--- config.mk ---
export PLATFORM = sky130hd
export DESIGN_NAME = onehot_decoder
export DESIGN_NICKNAME = d
export VERILOG_FILES = /design/src/rtl/onehot_decoder_pkg.sv /design/src/rtl/onehot_decoder_to_idx.sv /design/src/rtl/onehot_decoder.sv
export SDC_FILE = /design/constraint.sdc
export NUM_CORES = 1
export LEC_CHECK = 0
export CAP_MARGIN = 10
export CORE_AREA = 8 8 94 79
export DETAILED_ROUTE_END_ITERATION = 7
export DIE_AREA = 0 0 102 87
export PLACE_DENSITY = 0.89
export SYNTH_ARGS = -nofsm -noshare
export SYNTH_HDL_FRONTEND = slang
export SYNTH_SLANG_ARGS = --single-unit
--- constraint.sdc ---
create_clock -name clk -period 2.5 [get_ports clk]
set_clock_uncertainty 0.2 [all_clocks]
set_input_delay 0.5 -clock clk [delete_from_list [all_inputs] [get_ports clk]]
set_output_delay 0.5 -clock clk [all_outputs]
set_load 0.01 [all_outputs]
--- src/rtl/onehot_decoder_pkg.sv ---
// Shared definitions for the classifier one-hot encode/decode pair.
//   N_CLASS_DEF : default number of classes (one-hot vector width)
//   IDX_W_DEF   : default width of a class index / label
//   INVALID_IDX : index reported when no class bit is set
//   class_vec_t : one-hot class vector, bit i = class i
//   class_idx_t : binary class index
package onehot_pkg;

    localparam int N_CLASS_DEF = 10;
    localparam int IDX_W_DEF   = 4;

    localparam logic [IDX_W_DEF-1:0] INVALID_IDX = '1;

    typedef logic [N_CLASS_DEF-1:0] class_vec_t;
    typedef logic [IDX_W_DEF-1:0]   class_idx_t;

endpackage

--- src/rtl/onehot_decoder_to_idx.sv ---
// onehot_to_idx: combinational one-hot to binary index conversion.
//   vec   : input  N_CLASS  class vector
//   idx   : output IDX_W    lowest set bit index, all ones when vec == 0
//   zero  : output 1        no bit set
//   multi : output 1        two or more bits set
module onehot_to_idx
    import onehot_pkg::*;
#(
    parameter int N_CLASS = N_CLASS_DEF,
    parameter int IDX_W   = IDX_W_DEF
) (
    input  logic [N_CLASS-1:0] vec,
    output logic [IDX_W-1:0]   idx,
    output logic               zero,
    output logic               multi
);

    // Scan from the top down so the lowest set bit wins, matching the
    // encoder's tie priority.
    always_comb begin
        idx = '1;
        for (int i = N_CLASS - 1; i >= 0; i--) begin
            if (vec[i]) begin
                idx = IDX_W'(i);
            end
        end
    end

    assign zero  = ~|vec;
    // Clearing the lowest set bit leaves something only if >= 2 bits were set.
    assign multi = |(vec & (vec - N_CLASS'(1)));

endmodule

--- src/rtl/onehot_decoder.sv ---
// onehot_decoder: two-stage valid/ready decoder from the classifier's one-hot
// class vector to a binary index, with error flags and accuracy counters.
//   clk, rst                    : clock, asynchronous active-low reset
//   input_valid / input_ready   : input handshake for d_in and label
//   d_in, label                 : one-hot class vector, ground-truth class
//   output_valid / output_ready : output handshake for d_out and flags
//   d_out, err_zero, err_multi  : decoded index and error flags
//   correct                     : error-free and d_out == label
//   clear_stats                 : synchronous clear of the counters
//   total_count, correct_count  : saturating counts of accepted results
module onehot_decoder
    import onehot_pkg::*;
#(
    parameter int N_CLASS = N_CLASS_DEF,
    parameter int IDX_W   = IDX_W_DEF,
    parameter int COUNT_W = 16
) (
    input  logic               clk,
    input  logic               rst,
    input  logic               input_valid,
    output logic               input_ready,
    input  logic [N_CLASS-1:0] d_in,
    input  logic [IDX_W-1:0]   label,
    output logic               output_valid,
    input  logic               output_ready,
    output logic [IDX_W-1:0]   d_out,
    output logic               err_zero,
    output logic               err_multi,
    output logic               correct,
    input  logic               clear_stats,
    output logic [COUNT_W-1:0] total_count,
    output logic [COUNT_W-1:0] correct_count
);

    logic               ready_en;
    logic               stall;
    logic               s1_valid;
    logic [N_CLASS-1:0] s1_vec;
    logic [IDX_W-1:0]   s1_label;
    logic [IDX_W-1:0]   dec_idx;
    logic               dec_zero;
    logic               dec_multi;
    logic               label_ok;
    logic               dec_correct;
    logic               out_fire;

    assign stall    = output_valid & ~output_ready;
    assign out_fire = output_valid & output_ready;

    // ready_en keeps input_ready low while in reset and until the first
    // clock after release.
    assign input_ready = ready_en & ~stall;

    always_ff @(posedge clk or negedge rst) begin
        if (!rst) begin
            ready_en <= 1'b0;
        end else begin
            ready_en <= 1'b1;
        end
    end

    onehot_to_idx #(
        .N_CLASS (N_CLASS),
        .IDX_W   (IDX_W)
    ) u_to_idx (
        .vec   (s1_vec),
        .idx   (dec_idx),
        .zero  (dec_zero),
        .multi (dec_multi)
    );

    // Out-of-range labels can never be a correct answer.
    assign label_ok    = 32'(s1_label) < N_CLASS;
    assign dec_correct = ~dec_zero & ~dec_multi & label_ok & (dec_idx == s1_label);

    always_ff @(posedge clk or negedge rst) begin
        if (!rst) begin
            s1_valid     <= 1'b0;
            s1_vec       <= '0;
            s1_label     <= '0;
            output_valid <= 1'b0;
            d_out        <= '0;
            err_zero     <= 1'b0;
            err_multi    <= 1'b0;
            correct      <= 1'b0;
        end else if (!stall) begin
            s1_valid <= input_valid & input_ready;
            if (input_valid & input_ready) begin
                s1_vec   <= d_in;
                s1_label <= label;
            end
            output_valid <= s1_valid;
            // Bubbles only move the valid bit; result registers keep the
            // last delivered value.
            if (s1_valid) begin
                d_out     <= dec_idx;
                err_zero  <= dec_zero;
                err_multi <= dec_multi;
                correct   <= dec_correct;
            end
        end
    end

    always_ff @(posedge clk or negedge rst) begin
        if (!rst) begin
            total_count   <= '0;
            correct_count <= '0;
        end else if (clear_stats) begin
            total_count   <= '0;
            correct_count <= '0;
        end else if (out_fire) begin
            if (total_count != '1) begin
                total_count <= total_count + COUNT_W'(1);
            end
            if (correct && (correct_count != '1)) begin
                correct_count <= correct_count + COUNT_W'(1);
            end
        end
    end

endmodule
After elaboration in Yosys (flattened, before gate mapping)
Cells that the tools add are included.
- bits in registers: 56
- latch bits: 0
- bits in writable memories: 0
- ROM bits: 0
- input bits: 19
- output and inout bits: 41
- word-level logic and storage cells: 56
- memories kept: 0
- $add $sub $neg: 3
- $mul: 0
- div/mod/pow operators: 0
- order comparisons: 1
- equal/unequal tests: 3
- shifts and indexed selects: 0
- muxes and demuxes: 16
- bitwise gates (word level): 11
- reduce and logical (&&, ||, !) cells: 11
- operators with widths (kind ; number):
    16-bit 2-to-1 mux ; 6
    16-bit by 1-bit adder with 16-bit output, second input constant ; 2
    4-bit 2-to-1 mux ; 8
    16-bit != test, second input constant ; 2
    10-bit OR reduction ; 2
    10-bit AND ; 1
    10-bit by 1-bit subtractor with 10-bit output, second input constant ; 1
    2-bit AND reduction ; 4
    1-bit AND ; 7
    3-bit 2-to-1 mux ; 2
    2-bit nonzero test ; 3
    4-bit == test ; 1
    4-bit < comparator, second input constant ; 1
    1-bit inverter ; 3
    1-bit logical AND ; 1
    1-bit logical NOT ; 1

Longest topological paths before layout
Gate-level depths: netlist (run 1).
- depth in word-level cells: 12
- depth in mapped cells: 7
- depth with buffers taken out: 6

Hierarchy
Synthesis (run 1) repeated with hierarchy kept, for this count alone.
- cells, all modules: 286
- area, all modules: 2887.8 sq um
- by module, submodules not included (module ; times used ; cells each ; area each (sq um) ; seq. area each (sq um)):
    onehot_decoder ; 1 ; 261 ; 2716.4 ; 1401.3
    onehot_to_idx ; 1 ; 25 ; 171.4 ; 0.0

Least setup slack after synthesis (run 1)
OpenSTA, ideal clock, no wires.
- kind: register to register
- from: register total_count[0]
- to: register total_count[7]
- library setup time: 0.127 ns
- arrival time: 1.719 ns
- data required time: 2.173 ns
- slack: 0.453 ns
- stages on the path, launching flop included: 7
- clock period less this slack: 2.047 ns
- cell sequence: dfrtp_1 -> ha_1 -> nand2_1 -> nor3_1 -> a211oi_2 -> nand2_1 -> mux2_1
- longest elaborated chain between the ends: 4
- elaborated cells on any way between the ends: 7
- classes of those cells: add/sub: 1; eq/ne: 1; mux: 3; reduce/logical: 2
- ends and longest elaborated chain (item ; RTL line ; source):
    start, declared ; onehot_decoder.sv:31 ; output logic [COUNT_W-1:0] total_count,
    start signal, assigned ; onehot_decoder.sv:113 ; total_count <= total_count + COUNT_W'(1);
    16-bit by 1-bit adder with 16-bit output ; onehot_decoder.sv:113 ;
    16-bit 2-to-1 mux ; onehot_decoder.sv:112 ; if (total_count != '1) begin
    16-bit 2-to-1 mux ; onehot_decoder.sv:111 ; end else if (out_fire) begin
    16-bit 2-to-1 mux ; onehot_decoder.sv:108 ; end else if (clear_stats) begin
Parallel ways exist; a longest one is shown, timed or not. The select of a mux whose other input is x is not followed.
A chain may end at the register's enable or synchronous reset.

Worst setup path after layout (run 1)
Same ends and word-level chain as after synthesis.

==> results of run 1 <==
-- sequential cells by signal, summed over array words and instances, names as in the netlist --
name	count
correct_count	16
correct	1
d_out	4
s1_label	4
err_multi	1
output_valid	1
ready_en	1
err_zero	1
s1_vec	10
total_count	16
s1_valid	1
-- metal layers --
layer  vias to the layer above  GRT usage
met2                        61     0.2764
met4                         0    0.05452
met3                        10    0.03275
li1                       1163          -
met5                         -          0
met1                      1184     0.1983
-- stage by stage --
stage | utilization | setup TNS [ps] | hold WS, ps | area (µm²) | instances
floorplan | - | 0 | 4.409 | 2937 | 288
global placement | 0.6007 | -68.07 | 250.6 | 3635 | 428
detailed placement | 0.6007 | -36.48 | 264.1 | 3635 | 428
CTS | 0.6214 | 0 | 145.3 | 3760 | 436
global route | 0.6214 | 0 | 176.9 | 3760 | 436
finish | 0.6214 | 0 | 120.6 | 3760 | 436
-- cells in the final DEF, fill, tap and decap left out, drive strengths merged, types with 2 or more instances in the layout --
cell type,instances
and4,2
or3,6
or2,3
nor2,33
maj3,2
mux2i,2
a21oi,9
xnor2,10
nor2b,3
dfrtp,56
nand3,8
o211ai,4
xor2,10
ha,2
nor3,4
clkbuf,7
nand2b,2
clkdlybuf4s50,57
nand4,6
a2111oi,2
nor3b,3
mux2,15
nor4,4
o31ai,2
or4,3
nand2,26
o2111ai,4
and3,12
inv,7
and2,2
buf,9
o21ai,14
a211oi,6
a31oi,3
-- how the worst max path moves through the flow --
stage / start / end / slack [ps]
3_3_place_gp: output_ready / input_ready / -70
5_1_grt: total_count[0] / total_count[7] / 70
4_1_cts: total_count[0] / total_count[7] / 220
6_report: total_count[0] / total_count[7] / 220
2_1_floorplan: total_count[0] / total_count[7] / 450
3_5_place_dp: output_ready / input_ready / -40
-- power by group through the flow --
stage	Sequential, mW	Clock, mW	Combinational [mW]
after detailed placement	1.08	0	0.352
final	1.07	0.636	0.348
after global placement	1.08	0	0.335
after floorplan	1.06	0	0.205
after CTS	1.07	0.656	0.354
after global routing	1.08	0.689	0.386
-- cell usage after synthesis, types with 2 or more instances --
cell type and n:
ha_1 2, o2111ai_1 3, nor3_1 4, inv_1 7, o21ai_0 13, nor2b_1 3, xor2_1 10, a31oi_1 3
nor3b_1 3, a211oi_1 5, and3_1 8, xnor2_1 10, nand2_1 26, and3_2 4, or3_1 6, dfrtp_1 56
nand4_1 5, nor4_1 3, mux2_2 14, o31ai_1 2, nand2b_1 2, mux2i_1 2, or4_1 3, nor2_1 33
maj3_1 2, clkbuf_1 7, buf_6 3, or2_2 3, a21oi_1 9, o211ai_1 4, nand3_1 8
-- worst register-to-register path, stage by stage (launching register included) --
cell and delay, ps:
dfrtp_1 450, ha_1 240, nand2_1 80, nor3_1 560
a211oi_2 190, nand2_1 120, mux2_1 330
-- layout make-up --
type / count / area [µm²] / share of cell area
clock buffer: 7 / 96.34 / 0.02562
timing repair buffer: 67 / 656.9 / 0.1747
multi-input combinational: 214 / 1444 / 0.3840
tap: 84 / 105.1 / 0.02795
sequential: 56 / 1401 / 0.3727
clock inverter: 1 / 30.03 / 0.007987
inverter: 7 / 26.28 / 0.006988
-- what timing repair did --
item / 4_1_cts / 5_1_grt
endpoints found under the setup margin: 1 / 0
gates resized for setup: 1 / 0
hold buffers: 0 / 0
endpoints found under the hold margin: 0 / 0
buffers inserted: 0 / 0
-- cells by family after synthesis --
group,count (synthesis),synth area share
other cells,1,0.001277
xor+xnor,20,0.05965
buf+inv,18,0.03110
compound gates,53,0.1334
simple gates,119,0.2177
fa+ha+maj,4,0.01534
mux,17,0.06434
flops,56,0.4772
==> reports/results.md, run 1 <==
| Group | Item | Value |
|---|---|---|
| global routing | Via count of the first global-routing pass | 2472 |
| setup path | Required time of the critical path | 2490 ps |
| yosys | Post-synthesis cell type with the largest combined area | dfrtp_1 |
| detailed routing | Drt first pass iters | 4 |
| pwr | Leakage power summed over all cells | 1.514 nW |
| placed design | Count of input and output buffers | 59 |
| layout | Fill cells | 520 |
| global routing | Number of antenna violations at the first check in global routing | 0 |
| yosys | Post-synthesis sequential area ratio | 0.4772 |
| yosys | Most area-consuming cells after synthesis | dfrtp_1 (48%), mux2_2 (5.4%), nor2_1 (4.2%) |
| yosys | Net count of the mapped netlist | 309 |
| sta | Final critical delay including setup and external delays | 2280 ps |
| sta | Unrepaired setup endpoints after global routing | false |
| sta | Achievable frequency | 438.6 MHz |
| detailed routing | WL per Instance | 15.52 µm |
| clock tree | Clock-pin slew on the worst setup and hold paths | 100 ps |
| sta | Final hold vios | 0 |
| setup path | Cells along the critical path | ha_1, nand2_1, nor3_1, a211oi_2, nand2_1, mux2_1 |
| pwr | Sequential share of power | 0.521 |
| layout | Relative area change from synthesis to final layout | 28.04% |
| setup path | Crit path launch type | flip-flop |
| detailed routing | DRC violation total after the first TritonRoute iteration | 114 |
| floorplan | Die Ht | 87 µm |
| sta | Slew at the pin with the worst max-slew slack | 693.8 ps |
| floorplan | Number of I/O pins | 60 |
| yosys | Commonest register cell after synthesis | dfrtp_1 |
| worst hold path | Type of the worst min-delay path | input pin to async pin |
| floorplan | Core footprint | 6051 µm² |
| detailed routing | Total length of routed met2 wires | 3372 µm |
| clock tree | Number of buffers created by CTS | 5 |
| clock tree | Number of sinks on the clock net | 56 |
| run | Max-cap violation count | 0 |
| run status | Outcome | finished clean |
| yosys | Cell area after technology mapping | 2937 µm² |
| sta | Final setup violating endpoints | 0 |
| sta | Relative slew slack | 0.5375 |
| global routing | Total global-route track usage | 0.1621 |
| setup path | Critical path peak fanout | 5 |
| setup path | Critical path class | flip-flop to flip-flop |
| sta | Final worst setup slack | 220.1 ps |
| setup path | Depth of the worst register-to-register path | 6 |
| clock tree | Root cell of the clock tree | clkbuf_8 |
| yosys | Count of synthesis-stage warnings from yosys | 0 |
| floorplan | Die boundary width | 102 µm |
| setup path | Delay of the slowest cell on the worst path | 560 ps |
| pwr | Internal portion of total power | 1.519 mW |
| pwr | Part of the total power dissipated in combinational logic | 0.169 |
| pwr | Power density over the cells | 545.6 nW/µm² |
| setup path | Number of buffers and inverters on the critical path | 0 |
| yosys | Avg Synthesized Cell Area | 10.20 µm² |
| setup path | Stages on the worst setup path | 6 |
| pwr | Peak supply drop | 0.0003743 V |
| layout | Fin nets | 372 |
| yosys | Count of cell types in the netlist | 56 |
| global routing | Congestion Overflow GR | 0 |
| pwr | Portion of total power attributed to the clock network | 0.310 |
| clock tree | TritonCTS clock tree | yes |
| placed design | Placer Congestion | 0.8604 |
| sta | Number of pins with negative max-slew slack in the final report | 0 |
| yosys | Number of flops mapped to enable cells by yosys | 0 |
| detailed routing | M1 WL | 2978 µm |
| setup path | Worst endpoint data arrival time | 2270 ps |
| detailed routing | Vias | 2418 |
| yosys | Async S/R FF share, synth | 1.000 |
| detailed routing | Highest metal layer used by the detailed router | met4 |
| detailed routing | Routed wl met3 | 314 µm |
| detailed routing | Mean number of vias per cell | 5.546 |
| placed design | Half-perimeter wire length after detailed placement | 5082 µm |
| setup path | Critical-path cell with the highest stage delay | nor3_1 |
| clock tree | Worst skew pair latency | 310 ps |
| floorplan | Std-Cell Rows | 26 |
| yosys | Post-synth top area share | 0.4772 |
| layout | Fraction of layout cells with a size suffix above 1 | 0.1307 |
| detailed routing | Final antenna-violating net count | 0 |
| detailed routing | DR DRC count | 0 |
| global routing | Global-route wire length before repair | 11610 µm |
| pwr | Fraction of power spent switching nets | 0.2597 |
| detailed routing | Drt total wl | 6765 µm |
| global routing | Pin count of the biggest net entering global routing | 57 |
| setup path | Type of element capturing the critical path | flip-flop |
| pwr | Switch Pwr | 532.8 µW |
| floorplan | Die area | 8874 µm² |
| sta | Share of the clock period used by the worst path | 0.9120 |
| setup path | Critical path's top delay family | simple AND/OR/NAND/NOR gates |
| setup path | Startpoint of the worst-slack reg-to-reg timing path | total_count[0] |
| placed design | Setup slack at placement | -36.48 ps |
| clock tree | H-tree Lvls | 2 |
| floorplan | Starting Density | 0.4853 |
| setup path | Worst reg2reg setup slack | 220 ps |
| clock tree | Clock tree buffer depth | 2 |
| layout | Antenna diode count | 0 |
| pwr | Total Power | 2.051 mW |
| yosys | Synthesized instance count | 288 |
| setup path | Reg2Reg Capture Point | total_count[7] |
| setup path | Cell with the most instances on the worst path | nand2_1 |
| yosys | Register bit count reported by yosys | 56 |
Note: power is estimated with default switching activity, not from simulation.
==> inputs of run 2 (changes only) <==
clock period = 2.4 ns   (was 2.5 ns; I/O delays follow)
==> reports/results.md, run 2 (synthesis results as in run 1) <==
| Group | Item | Value | Change |
|---|---|---|---|
| run status | Outcome | finished clean | unchanged |
| layout | Relative area change from synthesis to final layout | 27.65% | was 28.04% |
| sta | Achievable frequency | 446.8 MHz | was 438.6 MHz |
| floorplan | Core footprint | 6051 µm² | unchanged |
| worst hold path | Type of the worst min-delay path | flip-flop to flip-flop | was input pin to async pin |
| setup path | Critical path peak fanout | 5 | unchanged |
| layout | Final std cells w/o fill | 438 | was 436 |
| floorplan | Number of I/O pins | 60 | unchanged |
| clock tree | Clock tree buffer depth | 2 | unchanged |
| setup path | Cell with the most instances on the worst path | nand2_1 | unchanged |
| floorplan | Std-Cell Rows | 26 | unchanged |
| placed design | Half-perimeter wire length after detailed placement | 5044 µm | was 5082 µm |
| floorplan | Die Ht | 87 µm | unchanged |
| layout | Core occupancy in the finished layout | 0.6195 | was 0.6214 |
| global routing | Number of antenna violations at the first check in global routing | 0 | unchanged |
| setup path | Critical path's top delay family | simple AND/OR/NAND/NOR gates | unchanged |
| global routing | Via count of the first global-routing pass | 2424 | was 2472 |
| layout | Registers with the highest flip-flop counts | correct_count x16, total_count x16, s1_vec x10 | unchanged |
| floorplan | Die boundary width | 102 µm | unchanged |
| sta | Final critical delay including setup and external delays | 2238 ps | was 2280 ps |
| setup path | Critical-path cell with the highest stage delay | nor3_1 | unchanged |
| placed design | Count of input and output buffers | 59 | unchanged |
| detailed routing | DRC violation total after the first TritonRoute iteration | 112 | was 114 |
| detailed routing | Mean number of vias per cell | 5.486 | was 5.546 |
| pwr | Total Power | 1.962 mW | was 2.051 mW |
| placed design | Cell Count Post-Placement | 430 | was 428 |
| pwr | Peak supply drop | 0.0003974 V | was 0.0003743 V |
| setup path | Type of element capturing the critical path | flip-flop | unchanged |
| layout | Most common cell after layout, fill and taps aside | clkdlybuf4s50_1 | unchanged |
| detailed routing | DR DRC count | 0 | unchanged |
| floorplan | Die area | 8874 µm² | unchanged |
| setup path | Number of buffers and inverters on the critical path | 0 | unchanged |
| layout | Antenna diode count | 0 | unchanged |
| sta | Final setup violating endpoints | 0 | unchanged |
| global routing | Pin count of the biggest net entering global routing | 35 | was 57 |
| sta | Number of pins with negative max-slew slack in the final report | 0 | unchanged |
| sta | Share of the clock period used by the worst path | 0.9326 | was 0.9120 |
| clock tree | H-tree Lvls | 2 | unchanged |
| detailed routing | WL per Instance | 15.05 µm | was 15.52 µm |
| setup path | Crit path launch type | flip-flop | unchanged |
| global routing | Total global-route track usage | 0.1580 | was 0.1621 |
| detailed routing | Final antenna-violating net count | 0 | unchanged |
| layout | Fill cells | 521 | was 520 |
| clock tree | Number of buffers created by CTS | 5 | unchanged |
| setup path | Required time of the critical path | 2400 ps | was 2490 ps |
| sta | Unrepaired setup endpoints after global routing | false | unchanged |
| floorplan | Starting Density | 0.4853 | unchanged |
| clock tree | TritonCTS clock tree | yes | unchanged |
| sta | Slew at the pin with the worst max-slew slack | 661.8 ps | was 693.8 ps |
| detailed routing | Drt total wl | 6592 µm | was 6765 µm |
| layout | Fraction of layout cells with a size suffix above 1 | 0.1299 | was 0.1307 |
| clock tree | Worst skew pair latency | 310 ps | about the same |
| pwr | Power density over the cells | 523.3 nW/µm² | was 545.6 nW/µm² |
| setup path | Delay of the slowest cell on the worst path | 570 ps | was 560 ps |
| clock tree | Clock-pin slew on the worst setup and hold paths | 90 ps | was 100 ps |
| sta | Hold WS | 281.8 ps | was 120.6 ps |
| clock tree | Root cell of the clock tree | clkbuf_8 | unchanged |
| global routing | Congestion Overflow GR | 0 | unchanged |
| layout | Fin nets | 375 | was 372 |
| detailed routing | Drt first pass iters | 4 | unchanged |
| detailed routing | Vias | 2403 | was 2418 |
| clock tree | Number of sinks on the clock net | 56 | unchanged |
| setup path | Critical path class | flip-flop to flip-flop | unchanged |
| setup path | Cells along the critical path | ha_1, nand2_1, nor3_1, a211oi_2, nand2_1, mux2_1 | unchanged |
| clock tree | Post CTS Setup Buffer Count | 0 | unchanged |
| layout | Leading cell types in the layout, fill and taps excluded | clkdlybuf4s50_1 (57), dfrtp_1 (56), nor2_1 (33) | unchanged |
| run | Max-cap violation count | 0 | unchanged |
| global routing | Global-route wire length before repair | 11360 µm | was 11610 µm |
| placed design | Placer Congestion | 0.8517 | was 0.8604 |
| pwr | Leakage power summed over all cells | 1.508 nW | was 1.514 nW |
| sta | Final hold vios | 0 | unchanged |
| setup path | Worst endpoint data arrival time | 2240 ps | was 2270 ps |
| sta | Relative slew slack | 0.5554 | was 0.5375 |
-- run 2: cell types whose count changed in the layout (fill, tap and decap cells not counted) --
cell	change
buf_12	+1
buf_4	+1
bufinv_16	-1
clkbuf_1	+1
clkbuf_8	-2
clkinv_2	+1
dlygate4sd3_1	+1
-- run 2: final timing paths --
path	end	slack, ps	cells past startpoint	startpoint
worst max register to register	total_count[7]	160	6	total_count[0]
worst min register to register	output_valid	280	2	s1_valid
max in group asynchronous	d_out[2]	960	3	rst
min in group asynchronous	correct_count[12]	480	2	rst
worst min-delay path	output_valid	280	2	s1_valid
worst max-delay path	total_count[7]	160	6	total_count[0]
-- run 2: layout make-up --
| class | count | area (µm²) | share of cell area |
|---|---|---|---|
| clock buffer | 6 | 72.57 | 0.01936 |
| multi-input combinational | 214 | 1444 | 0.3852 |
| inverter | 7 | 26.28 | 0.007009 |
| clock inverter | 1 | 5.005 | 0.001335 |
| tap | 84 | 105.1 | 0.02804 |
| sequential | 56 | 1401 | 0.3738 |
| timing repair buffer | 70 | 694.4 | 0.1852 |
-- run 2: routing by layer --
metal	wire, µm	up-vias	GRT usage
met5	0	-	0
met4	112	0	0.05585
met3	314	10	0.04153
met2	3222	45	0.2616
met1	2943	1185	0.1926
li1	-	1163	-
-- run 2: power by group --
group / total (mW) / internal [mW] / switching, mW / leakage (nW)
clock: 0.486 / 0.199 / 0.287 / 0.0410
sequential: 1.11 / 1.02 / 0.0959 / 0.741
combinational: 0.363 / 0.201 / 0.163 / 0.726
total: 1.96 / 1.42 / 0.545 / 1.51
-- run 2: metrics by stage --
step	setup WS [ps]	area, µm²	TNS (ps)
6_report	161.8	3749	0
3_3_place_gp	-128.4	3662	-128.4
3_5_place_dp	-81.76	3662	-81.76
4_1_cts	174.3	3749	0
2_1_floorplan	353.2	2937	0
5_1_grt	86.84	3749	0
-- run 2: tightest hold or removal path: cells and delay by family, from the launching register on --
family / cells / cell delay (ps)
flip-flops: 1 / 360
buffers and inverters: 1 / 50
AND/OR/NAND/NOR: 1 / 50
-- run 2: what timing repair did --
item / CTS / global route
hold buffers: 1 / 0
setup endpoints to repair: 1 / 0
resized for setup: 1 / 0
endpoints found under the hold margin: 22 / 0
